$ cat config.mk
export PLATFORM = sky130hd
export DESIGN_NAME = rb_stream_controller
export DESIGN_NICKNAME = d
export VERILOG_FILES = /design/src/rtl/rb_stream_controller.sv
export SDC_FILE = /design/constraint.sdc
export NUM_CORES = 1
export LEC_CHECK = 0
export CAP_MARGIN = 20
export CORE_MARGIN = 2
export CORE_UTILIZATION = 44
export CTS_BUF_LIST = sky130_fd_sc_hd__clkbuf_8
export DETAILED_ROUTE_END_ITERATION = 7
export GPL_ROUTABILITY_DRIVEN = 0
export PLACE_DENSITY_LB_ADDON = 0.05
export SYNTH_ARGS = -nofsm -noshare
export SYNTH_HDL_FRONTEND = slang
export SYNTH_SLANG_ARGS = --single-unit
$ cat constraint.sdc
create_clock -name clk -period 4.7 [get_ports clk]
set_clock_uncertainty 0.2 [all_clocks]
set_input_delay 0.94 -clock clk [delete_from_list [all_inputs] [get_ports clk]]
set_output_delay 0.94 -clock clk [all_outputs]
set_load 0.01 [all_outputs]
$ cat src/rtl/rb_stream_controller.sv
// -----------------------------------------------------------------------------
// rb_stream_controller
//
// Sequences one image frame through a bank of row buffers. Pixels are fetched
// from external memory one per cycle; returning data is written into the row
// buffers. Once RBs rows are resident, each new write slot also reads the old
// pixel at that address (read-before-write), so a full window column comes out
// per read. After the last write, DRAIN reads out the final row.
//
// Optional feature: define RB_CTRL_ABORT_EN to add an `abort` input that
// cancels a running frame (back to IDLE, delay line cleared, no done pulse).
//
// Ports
//   clk             in   rising-edge clock
//   rst_n           in   asynchronous active-low reset
//   start           in   frame-start request, honoured in IDLE only
//   abort           in   (RB_CTRL_ABORT_EN only) cancel the current frame
//   en_e_mem_addr   out  fetch one pixel / advance external-memory address
//   en_w_bram_addr  out  returning pixel data; advance row-buffer write address
//   en_r_bram_addr  out  advance row-buffer read address
//   win_valid       out  window column on the row-buffer read port is valid
//   out_row         out  window row index (qualified by win_valid)
//   out_col         out  window column index (qualified by win_valid)
//   busy            out  state is not IDLE
//   done            out  single-cycle end-of-frame pulse
// -----------------------------------------------------------------------------
`timescale 1ns/1ps

module rb_stream_controller #(
    parameter int RB_DEPTH = 512,
    parameter int RBs      = 4,
    parameter int IMG_ROWS = 512,
    parameter int EMEM_LAT = 1,
    localparam int ROW_W   = (IMG_ROWS > 1) ? $clog2(IMG_ROWS) : 1,
    localparam int COL_W   = (RB_DEPTH > 1) ? $clog2(RB_DEPTH) : 1
) (
    input  logic             clk,
    input  logic             rst_n,
    input  logic             start,
`ifdef RB_CTRL_ABORT_EN
    input  logic             abort,
`endif
    output logic             en_e_mem_addr,
    output logic             en_w_bram_addr,
    output logic             en_r_bram_addr,
    output logic             win_valid,
    output logic [ROW_W-1:0] out_row,
    output logic [COL_W-1:0] out_col,
    output logic             busy,
    output logic             done
);

    localparam int TOTAL_PIX = IMG_ROWS * RB_DEPTH;
    localparam int CNT_W     = $clog2(TOTAL_PIX + 1);
    localparam int DRN_W     = $clog2(RB_DEPTH + 1);

    localparam logic [CNT_W-1:0] TOTAL_C   = CNT_W'(TOTAL_PIX);
    localparam logic [CNT_W-1:0] PRIME_C   = CNT_W'(RBs * RB_DEPTH);
    localparam logic [DRN_W-1:0] DRAIN_C   = DRN_W'(RB_DEPTH);
    localparam logic [COL_W-1:0] COL_LAST  = COL_W'(RB_DEPTH - 1);
    localparam logic [ROW_W-1:0] ROW_LAST  = ROW_W'(IMG_ROWS - 1);
    // With every row primed there is nothing left to fetch in STREAM.
    localparam bit               HAS_STREAM = (RBs != IMG_ROWS);

    typedef enum logic [2:0] {
        S_IDLE   = 3'd0,
        S_PRIME  = 3'd1,
        S_STREAM = 3'd2,
        S_DRAIN  = 3'd3,
        S_DONE   = 3'd4
    } state_t;

    state_t             state_q, state_d;
    logic [CNT_W-1:0]   fetch_cnt_q, fetch_cnt_d;
    logic [CNT_W-1:0]   wr_cnt_q, wr_cnt_d;
    logic [DRN_W-1:0]   drain_cnt_q, drain_cnt_d;
    logic [EMEM_LAT-1:0] dly_q, dly_d;
    logic               rd_arm_q, rd_arm_d;
    logic               en_e_q, en_e_d;
    logic               en_r_q, en_r_d;
    logic               win_valid_q, win_valid_d;
    logic [ROW_W-1:0]   out_row_q, out_row_d;
    logic [COL_W-1:0]   out_col_q, out_col_d;
    logic               busy_q, busy_d;
    logic               done_q, done_d;
    logic               en_w;
    logic               last_write;

    // The write strobe is the tail of the fetch delay line.
    assign en_w = dly_q[EMEM_LAT-1];

    always_comb begin
        state_d     = state_q;
        fetch_cnt_d = fetch_cnt_q + CNT_W'(en_e_q);
        wr_cnt_d    = wr_cnt_q + CNT_W'(en_w);
        drain_cnt_d = drain_cnt_q + DRN_W'(en_r_q && (state_q == S_DRAIN));
        dly_d       = (dly_q << 1) | EMEM_LAT'(en_e_q);
        // Arm reads once the RBs-th row has been fully written; every later
        // write slot doubles as a read slot.
        rd_arm_d    = rd_arm_q | (en_w && (wr_cnt_d == PRIME_C));
        last_write  = en_w && (wr_cnt_d == TOTAL_C);
        out_row_d   = out_row_q;
        out_col_d   = out_col_q;

        if (win_valid_q) begin
            if (out_col_q == COL_LAST) begin
                out_col_d = '0;
                out_row_d = (out_row_q == ROW_LAST) ? '0 : out_row_q + 1'b1;
            end else begin
                out_col_d = out_col_q + 1'b1;
            end
        end

        case (state_q)
            S_IDLE: begin
                if (start) begin
                    state_d     = S_PRIME;
                    fetch_cnt_d = '0;
                    wr_cnt_d    = '0;
                    drain_cnt_d = '0;
                    rd_arm_d    = 1'b0;
                end
            end
            S_PRIME: begin
                if (last_write) begin
                    state_d = S_DRAIN;
                end else if (HAS_STREAM && (fetch_cnt_d == PRIME_C)) begin
                    state_d = S_STREAM;
                end
            end
            S_STREAM: begin
                if (last_write) begin
                    state_d = S_DRAIN;
                end
            end
            S_DRAIN: begin
                // drain_cnt_q hits RB_DEPTH in the cycle carrying the last
                // win_valid, i.e. one cycle after the last read.
                if (drain_cnt_q == DRAIN_C) begin
                    state_d = S_DONE;
                end
            end
            S_DONE: begin
                state_d = S_IDLE;
            end
            default: begin
                state_d = S_IDLE;
            end
        endcase

`ifdef RB_CTRL_ABORT_EN
        if (abort && (state_q != S_IDLE)) begin
            state_d = S_IDLE;
            dly_d   = '0;
        end
`endif

        if (state_d == S_IDLE) begin
            out_row_d = '0;
            out_col_d = '0;
        end

        en_e_d      = ((state_d == S_PRIME) || (state_d == S_STREAM)) &&
                      (fetch_cnt_d != TOTAL_C);
        en_r_d      = (dly_d[EMEM_LAT-1] && rd_arm_d) ||
                      ((state_d == S_DRAIN) && (drain_cnt_d != DRAIN_C));
        win_valid_d = en_r_q && (state_d != S_IDLE);
        busy_d      = (state_d != S_IDLE);
        done_d      = (state_d == S_DONE);
    end

    always_ff @(posedge clk or negedge rst_n) begin
        if (!rst_n) begin
            state_q     <= S_IDLE;
            fetch_cnt_q <= '0;
            wr_cnt_q    <= '0;
            drain_cnt_q <= '0;
            dly_q       <= '0;
            rd_arm_q    <= 1'b0;
            en_e_q      <= 1'b0;
            en_r_q      <= 1'b0;
            win_valid_q <= 1'b0;
            out_row_q   <= '0;
            out_col_q   <= '0;
            busy_q      <= 1'b0;
            done_q      <= 1'b0;
        end else begin
            state_q     <= state_d;
            fetch_cnt_q <= fetch_cnt_d;
            wr_cnt_q    <= wr_cnt_d;
            drain_cnt_q <= drain_cnt_d;
            dly_q       <= dly_d;
            rd_arm_q    <= rd_arm_d;
            en_e_q      <= en_e_d;
            en_r_q      <= en_r_d;
            win_valid_q <= win_valid_d;
            out_row_q   <= out_row_d;
            out_col_q   <= out_col_d;
            busy_q      <= busy_d;
            done_q      <= done_d;
        end
    end

    assign en_e_mem_addr  = en_e_q;
    assign en_w_bram_addr = en_w;
    assign en_r_bram_addr = en_r_q;
    assign win_valid      = win_valid_q;
    assign out_row        = out_row_q;
    assign out_col        = out_col_q;
    assign busy           = busy_q;
    assign done           = done_q;

endmodule

# Word-level counts from Yosys, hierarchy flattened
# Index checks and enable logic that the tools add are counted.
# classes
mux	21
n_bitwise	1
n_eq_ne	15
n_reduce_logical	15
add_sub_neg	5
# ops
op	count
$mux 19	4
$mux 9	7
$add 19x1->19	2
$eq 19x12->1 const B	2
$mux 10	2
$eq 19x19->1 const B	1
$ne 19x19->1 const B	1
$add 9x1->9 const B	2
$eq 9x9->1 const B	2
$mux 3	5
$eq 3x2->1 const B	4
$pmux 3 s4	1
$add 10x1->10	1
$eq 10x10->1 const B	1
$ne 10x10->1 const B	1
$logic_and 1x1->1	7
$eq 3x1->1 const B	2
$logic_not 3->1	2
$reduce_bool 2->1	2
$eq 3x3->1 const B	1
$reduce_bool 3->1	1
$logic_or 1x1->1	2
$mux 1	2
$reduce_and 2->1	1
$or 1x1->1	1
# word_totals
wordCells	70
inputBits	3
output_inout_bits	24
ff_bits	76

# Longest topological paths before layout
# Gate-level depths: netlist of the first run.
# depth
depth_word	8
depth_mapped	11

# Worst setup path after synthesis of the first run
# No wires, ideal clock.
# synth_path
path_type	register -> register
from	reg en_e_q, in the netlist en_e_mem_addr
to	reg en_r_q, in the netlist en_r_bram_addr
period_less_slack_ns	3.200
setup_time_ns	0.122
arrival_ns	2.878
slack_ns	1.500
path_stages_with_launch	11
cell_sequence	dfrtp_1 -> ha_1 -> ha_1 -> nand4_4 -> nor4_4 -> or3_2 -> a2111o_1 -> or4_4 -> o21ai_2 -> nand3_2 -> a32o_1
# synth_via
elab_chain_len	8
elab_cells_between_ends	9
classes_between	add/sub: 1; eq/ne: 2; mux: 3; reduce/logical: 3
# synth_rtl
item	line_no	rtl
start, declared	79	logic en_e_q, en_e_d;
start signal, assigned	194	en_e_q <= en_e_d;
$add 19x1->19	94	fetch_cnt_d = fetch_cnt_q + CNT_W'(en_e_q);
$eq 19x12->1	127	end else if (HAS_STREAM && (fetch_cnt_d == PRIME_C)) begin
$mux 3	127	
$mux 3	125	if (last_write) begin
$pmux 3 s4	114	case (state_q)
via state_d[0]	73	state_t state_q, state_d;
$eq 3x2->1	166	((state_d == S_DRAIN) && (drain_cnt_d != DRAIN_C));
$logic_and 1x1->1	166	
$logic_or 1x1->1	165	en_r_d = (dly_d[EMEM_LAT-1] && rd_arm_d) ||
via en_r_d	80	logic en_r_q, en_r_d;
end signal, assigned	195	en_r_q <= en_r_d;
end, declared	80	
# The timed path passes the listed nets, and every way through them passes these cells.
# A chain may end at the register's enable or synchronous reset.

# Worst setup path in the final report of the first run
# layout_path
from	reg dly_q, in the netlist en_w_bram_addr
to	reg en_r_q, in the netlist en_r_bram_addr
# layout_via
elab_chain_len	8
elab_cells_between_ends	15
classes_between	add/sub: 1; eq/ne: 3; mux: 5; bitwise: 1; reduce/logical: 5
# layout_rtl
item	line_no	rtl
start, declared	77	logic [EMEM_LAT-1:0] dly_q, dly_d;
start signal, assigned	192	dly_q <= dly_d;
$add 19x1->19	95	wr_cnt_d = wr_cnt_q + CNT_W'(en_w);
$eq 19x19->1	101	last_write = en_w && (wr_cnt_d == TOTAL_C);
$logic_and 1x1->1 (*)	101	
$mux 3, on equally long branches	132, 125	
$pmux 3 s4 (*)	114	
via state_d[0]	73	
$eq 3x2->1 (*)	166	
$logic_and 1x1->1 (*)	166	
$logic_or 1x1->1 (*)	165	
via en_r_d	80	
# Mark *: on every way through the listed nets, which the timed path passes. The rest lies on a longest branch.

==> metrics.md, run 1 <==
| Metric | Value |
|---|---|
| Status | finished, final reports clean |
| Num CTS Buffers | 9 |
| Clk pwr share | 20.8% |
| Number of flops mapped to enable cells by yosys | 0 |
| DRC violations left | 0 |
| Worst Hold Class | in -> async |
| Post-synthesis adder-cell area fraction | 2.98% |
| Worst-path cell with the longest stage delay | nor4_1 |
| Switching part of the total | between 30% and 40% |
| CP dominant cell by count | ha_1 |
| Remaining antenna violation count | 0 |
| Critical path, cell by cell | ha_1 > ha_1 > nand4_1 > nor4_1 > a41oi_1 > o21ai_0 > and3b_1 > o21ai_2 > nand3_2 > a32o_1 |
| Kind of critical path | reg -> reg |
| Final WS setup | 1.26 ns |
| Share of cells above drive strength 1 | 7.45% |
| Vias/cell | 5.43 |
| Synth Area in Simple Gates | 29.0% |
| Post-CTS setup buffer count | 0 |
| Core area | 9240 um^2 |
| Reg2reg start | en_w_bram_addr |
| IO Pins | 27 |
| Clock sink count | 76 |
| Vias in the first global route | roughly 3100 |
| Crit. End Element | flop |
| Critical Path Fanout Max | 10 |
| Root buffer cell | clkbuf_8 |
| Final period util | between 70% and 80% |
| Antenna diodes | 0 |
| CP startpoint kind | flop |
| Die X | 102 um |
| Post-DP HPWL | 5910 um |
| Via count | ~3300 |
| Post-synth top flop | dfrtp_1 |
| Rows | 35 |
| Skew-Pair Late Insertion Delay | 0.35 ns |
| Post-synthesis sequential element count | between 70 and 80 |
| Initial Utilization | 45.4% |
| Initial antenna violation count | 0 |
| Die ar. | 10300 um^2 |
| Cells after synthesis | 447 |
| Int Power | ~1.4 mW |
| Fin. Hold Viols | 0 |
| FF-to-FF setup slack | 1.26 ns |
| Total net switching power | 0.883 mW |
| Reg2reg end | en_r_bram_addr |
| Register share of total power | 48.3% |
| Synthesis-to-layout area growth | 13.6% |
| IO buf count | 26 |
| GR Util All Layers | between 10% and 20% |
| Dpl ws | about 1.3 ns |
| Synth cell types | 59 |
| Cell family with most CP delay | simple AND/OR/NAND/NOR gates |
| Max IR drop VDD | about 210 uV |
| Drt wl/cell | 14.1 um |
| CP Data Required Time | 4.74 ns |
| RSZ-0062 raised after global routing | no |
| Layout net count | 478 |
| Post-Synth XOR/XNOR Area | 8.77% |
| Synth Area in Compound Gates | approximately a tenth |
| Leakage | slightly below 2 nW |
| Max Freq | 291 MHz |
| Ys Warns | 0 |
| Setup TNS | 0 ns |
| Synth area leader | dfrtp_1 |
| Worst reg2reg path depth | 10 |
| Largest net degree at the start of global routing | 77 |
| Sequential area share after synthesis | 45.3% |
| H-tree depth | 3 |
| First-pass GRT wire length | between 10000 and 15000 um |
| Hold_buf cts | 0 |
| First DRT Iteration DRCs | 90 |
| # Max-Cap Violations | 0 |
| First-pass detailed-route iteration total | 4 |
| Top cell type's share of synthesized area | 45.3% |
| Synth Cell Area | 4200 um^2 |
| Worst Tran Pin Value | 0.720 ns |
| Logic pwr share | a little over 30% |
| Syn_nets | 460 |
| Cell Pwr Density | 489 nW/um^2 |
| Clock Tree Buf Depth | 2 |
| Syn_area_per_cell | 9.39 um^2 |
| Die Y | ~100 um |
| Largest family of logic cells by synthesized area | simple AND/OR/NAND/NOR gates |
| Post-synthesis mux area share | 0.984% |
| Most frequent cell after synthesis | dfrtp_1 |
| CP bufs+invs | 0 |
| Clock-pin slew on the worst setup and hold paths | roughly 0.08 ns |
| Async SR Flop Fraction | 100% |
| Slowest cell delay on critical path | 0.71 ns |
| Congestion Overflow GR | 0 |
| TritonCTS clock tree | built |
| Slew margin rel. | 51.4% |
| Final wirelength | 8460 um |
| Arrival time worst endpoint | 3.48 ns |
| Post-synth top cells | dfrtp_1, nor2_1, xnor2_1 |
| Final setup fails | 0 |
| Max Slew Vio Count | 0 |
| CTS resizes | 0 |
| Top cells by area in the synthesized netlist | dfrtp_1, nor2_1, xnor2_1, xor2_1, ha_1 |
| Tmin final | 3.44 ns |
per-stage QoR:
stage | power, mW | hold slack (ns) | area (um^2) | cells | utilization, %
5_1_grt | 2.52 | 0.297 | 4770 | 599 | 51.6
6_report | 2.33 | 0.292 | 4770 | 599 | 51.6
2_1_floorplan | 1.62 | 0.259 | 4200 | 447 | -
3_5_place_dp | 1.86 | 0.304 | 4550 | 582 | 49.2
4_1_cts | 2.36 | 0.311 | 4740 | 598 | 51.3
3_3_place_gp | 1.84 | 0.304 | 4550 | 582 | 49.2
worst reg2reg max path: cells and delay by family, from the launching register on:
| family | cells | cell delay, ns |
|---|---|---|
| AOI/OAI and AO/OA | 4 | 0.81 |
| adders and majority gates | 2 | 0.52 |
| DFF | 1 | 0.40 |
| and+or+nand+nor | 4 | 1.39 |
registers in the layout, summed over array words and instances, names as in the netlist:
signal	count
fetch_cnt_q	19
out_row	9
wr_cnt_q	19
done	1
en_w_bram_addr	1
out_col	9
en_e_mem_addr	1
state_q	3
busy	1
en_r_bram_addr	1
win_valid	1
drain_cnt_q	10
rd_arm_q	1
power groups by stage:
stage / Sequential [mW] / Combinational, mW / Clock, mW
2_1_floorplan: 1.01 / 0.610 / 0
3_3_place_gp: 1.13 / 0.712 / 0
3_5_place_dp: 1.13 / 0.723 / 0
4_1_cts: 1.12 / 0.727 / 0.505
5_1_grt: 1.17 / 0.818 / 0.533
6_report: 1.12 / 0.721 / 0.484
placed cells by master (no fill, tap or decap), drive strengths merged, types with 2 or more instances in the layout:
master / count
xor2: 19
dfrtp: 76
ha: 10
nand2b: 5
and4: 5
nand4b: 2
clkinvlp: 4
clkbuf: 9
o31a: 2
o21ai: 20
clkdlybuf4s50: 25
nand3: 17
a22oi: 6
or2: 2
nor2b: 9
o211a: 2
nand4: 18
nor4b: 5
nor4: 14
or3: 8
a41oi: 2
mux2i: 3
and3: 14
nor3: 13
or4: 3
a31oi: 7
nor2: 75
nand2: 21
o21a: 2
nor3b: 3
buf: 4
a21oi: 12
xnor2: 23
and3b: 2
inv: 8
and2: 4
a21boi: 2
routing by layer:
layer / vias up / part of all wire, % / GRT usage, %
met5: - / 0 / 0
met4: 0 / 1.0 / 6.65
met3: 8 / 2.2 / 2.83
met2: 42 / 49 / 28.7
met1: 1560 / 48 / 24.6
li1: 1642 / - / -
layout make-up:
class                           count  area [um^2]
Tap cell                          129          161
Timing Repair Buffer               29          300
Multi-Input combinational cell    342         2180
Clock buffer                        9          124
Inverter                            7         26.3
Clock inverter                      7         68.8
Fill cell                         861         4470
Sequential cell                    76         1900
cells by family after synthesis:
family | after synthesis
multiplexers | 4
AND/OR/NAND/NOR | 222
AO/OA/AOI/OAI | 64
XOR/XNOR | 42
adder cells (fa/ha/maj) | 10
buffers and inverters | 29
flip-flops | 76
worst max-delay path by stage:
stage,slack (ns),start,depth (start not counted),end
finish,1.26,en_w_bram_addr,10,en_r_bram_addr
global route,0.84,en_w_bram_addr,10,en_r_bram_addr
CTS,1.22,en_w_bram_addr,10,en_r_bram_addr
detailed placement,1.25,en_w_bram_addr,10,en_r_bram_addr
global placement,1.32,en_e_mem_addr,10,en_r_bram_addr
floorplan,1.50,en_e_mem_addr,10,en_r_bram_addr
Power figures use the tool's default switching activity.
==> inputs of run 2 (changes only) <==
==> constraint.sdc (replaced) <==
create_clock -name clk -period 3.1 [get_ports clk]
set_clock_uncertainty 0.2 [all_clocks]
set_input_delay 0.62 -clock clk [delete_from_list [all_inputs] [get_ports clk]]
set_output_delay 0.62 -clock clk [all_outputs]
set_load 0.01 [all_outputs]
==> metrics.md, run 2 (same netlist as run 1, synthesis figures left out) <==
| Metric | Value |
|---|---|
| CP dominant cell by count | ha_4 |
| Final setup fails | 0 |
| Leakage | 2.17 nW |
| Max Freq | 330 MHz |
| Clock-pin slew on the worst setup and hold paths | 0.08 ns |
| Logic pwr share | a little over a third |
| Switching part of the total | 34.9% |
| Num CTS Buffers | 9 |
| Max IR drop VDD | 402 uV |
| Largest net degree at the start of global routing | 77 |
| Worst reg2reg path depth | 10 |
| Clock Tree Buf Depth | 2 |
| First DRT Iteration DRCs | 106 |
| Initial Utilization | 45.4% |
| Cell Pwr Density | 770 nW/um^2 |
| Worst hold margin | 0.207 ns |
| Total net switching power | around 1.4 mW |
| Vias in the first global route | 3334 |
| Synthesis-to-layout area growth | 23.8% |
| Skew-Pair Late Insertion Delay | 0.34 ns |
| Die ar. | 10300 um^2 |
| Vias/cell | about 5.4 |
| IO Pins | 27 |
| Clock sink count | 76 |
| Most frequent cells in the layout | nor2_1, dfrtp_1, buf_4 |
| Worst-path cell with the longest stage delay | or4_4 |
| Critical Path Fanout Max | 3 |
| Critical path, cell by cell | ha_4 > ha_4 > nand4_4 > nor4_4 > or3_4 > a2111o_1 > or4_4 > o21ai_2 > nand3_2 > a32o_1 |
| TritonCTS clock tree | built |
| DRC violations left | 0 |
| Die Y | 102 um |
| Crit. End Element | flop |
| Tmin final | between 3 and 4 ns |
| Fin. Hold Viols | 0 |
| Via count | 3432 |
| Core Util, Final | 56.2% |
| IO buf count | 26 |
| Int Power | 2.60 mW |
| FILL cells | ~860 |
| CP Data Required Time | 3.12 ns |
| First-pass GRT wire length | 15700 um |
| GR Util All Layers | 19.0% |
| Arrival time worst endpoint | 3.06 ns |
| Kind of critical path | reg -> reg |
| Top flop regs | fetch_cnt_q (19), wr_cnt_q (19), drain_cnt_q (10) |
| Register share of total power | approximately 41% |
| Worst Hold Class | in -> async |
| Share of cells above drive strength 1 | roughly 16% |
| First-pass detailed-route iteration total | 4 |
| H-tree depth | 3 |
| Hold_buf cts | 0 |
| Final wirelength | 8950 um |
| Status | finished, final reports clean |
| Remaining antenna violation count | 0 |
| CP startpoint kind | flop |
| Root buffer cell | clkbuf_8 |
| Drt wl/cell | 14.0 um |
| RSZ-0062 raised after global routing | yes |
| Layout net count | 518 |
| Slew margin rel. | 36.5% |
| Rows | 35 |
| Max Slew Vio Count | 0 |
| Congestion Overflow GR | 0 |
| Die X | 102 um |
| Post-DP HPWL | 6420 um |
| Initial antenna violation count | 0 |
| Antenna diodes | 0 |
| Core area | 9240 um^2 |
| Worst Tran Pin Value | 0.952 ns |
| # Max-Cap Violations | 0 |
| Final period util | between 90% and 100% |
| Clk pwr share | between 20% and 30% |
| Slowest cell delay on critical path | between 0.5 and 0.6 ns |
-- run 2: metal layers --
layer  vias to the layer above  share of wire [%]  track usage [%]
li1                       1720                  -                -
met1                      1660                 49             26.2
met2                        42                 48             31.1
met3                        10                2.3             2.69
met4                         0                1.2             5.93
met5                         -                  0                0
-- run 2: power groups by stage --
stage / Sequential, mW / Clock, mW / Combinational, mW
after detailed placement: 1.65 / 0 / 1.36
after floorplan: 1.53 / 0 / 0.941
after global routing: 1.69 / 1.00 / 1.61
after CTS: 1.63 / 0.959 / 1.37
final: 1.64 / 0.925 / 1.44
after global placement: 1.64 / 0 / 1.34
-- run 2: cell type report --
cell class,count,area [um^2],area share (%)
Sequential cell,76,1900,36.6
Timing Repair Buffer,69,581,11.2
Clock inverter,5,98.8,1.90
Inverter,7,26.3,0.506
Clock buffer,11,151,2.91
Tap cell,129,161,3.11
Multi-Input combinational cell,342,2270,43.8
-- run 2: worst paths after layout --
kind,startpoint,slack [ns],to
worst max register to register,en_e_mem_addr,0.07,en_r_bram_addr
worst max-delay path,en_e_mem_addr,0.07,en_r_bram_addr
worst min-delay path,rst_n,0.21,out_row[3]
min in group clk,rd_arm_q,0.33,rd_arm_q
worst min register to register,rd_arm_q,0.33,rd_arm_q
max in group asynchronous,rst_n,1.80,fetch_cnt_q[8]
-- run 2: what timing repair did --
action	CTS	global route
resized for setup	0	12
setup buffers	0	10
pin swaps	2	13
cloned	0	0
endpoints found under the setup margin	1	2
-- run 2: per-stage QoR --
step           cell area [um^2]  worst slack [ns]  cells  setup TNS, ns  total power [mW]
2_1_floorplan              4210            0.0160    447              0              2.47
3_3_place_gp               4790            0.0416    613              0              2.98
3_5_place_dp               4790            0.0107    613              0              3.01
4_1_cts                    5040           0.00396    629              0              3.96
5_1_grt                    5190           -0.0399    639        -0.0649              4.31
6_report                   5190            0.0652    639              0              4.00
-- run 2: critical path: cells and delay by family, from the launching register on --
kind / cells / cell delay, ns
AND/OR/NAND/NOR: 5 / 1.14
AO/OA/AOI/OAI: 3 / 0.82
flip-flops: 1 / 0.41
adder cells (fa/ha/maj): 2 / 0.35
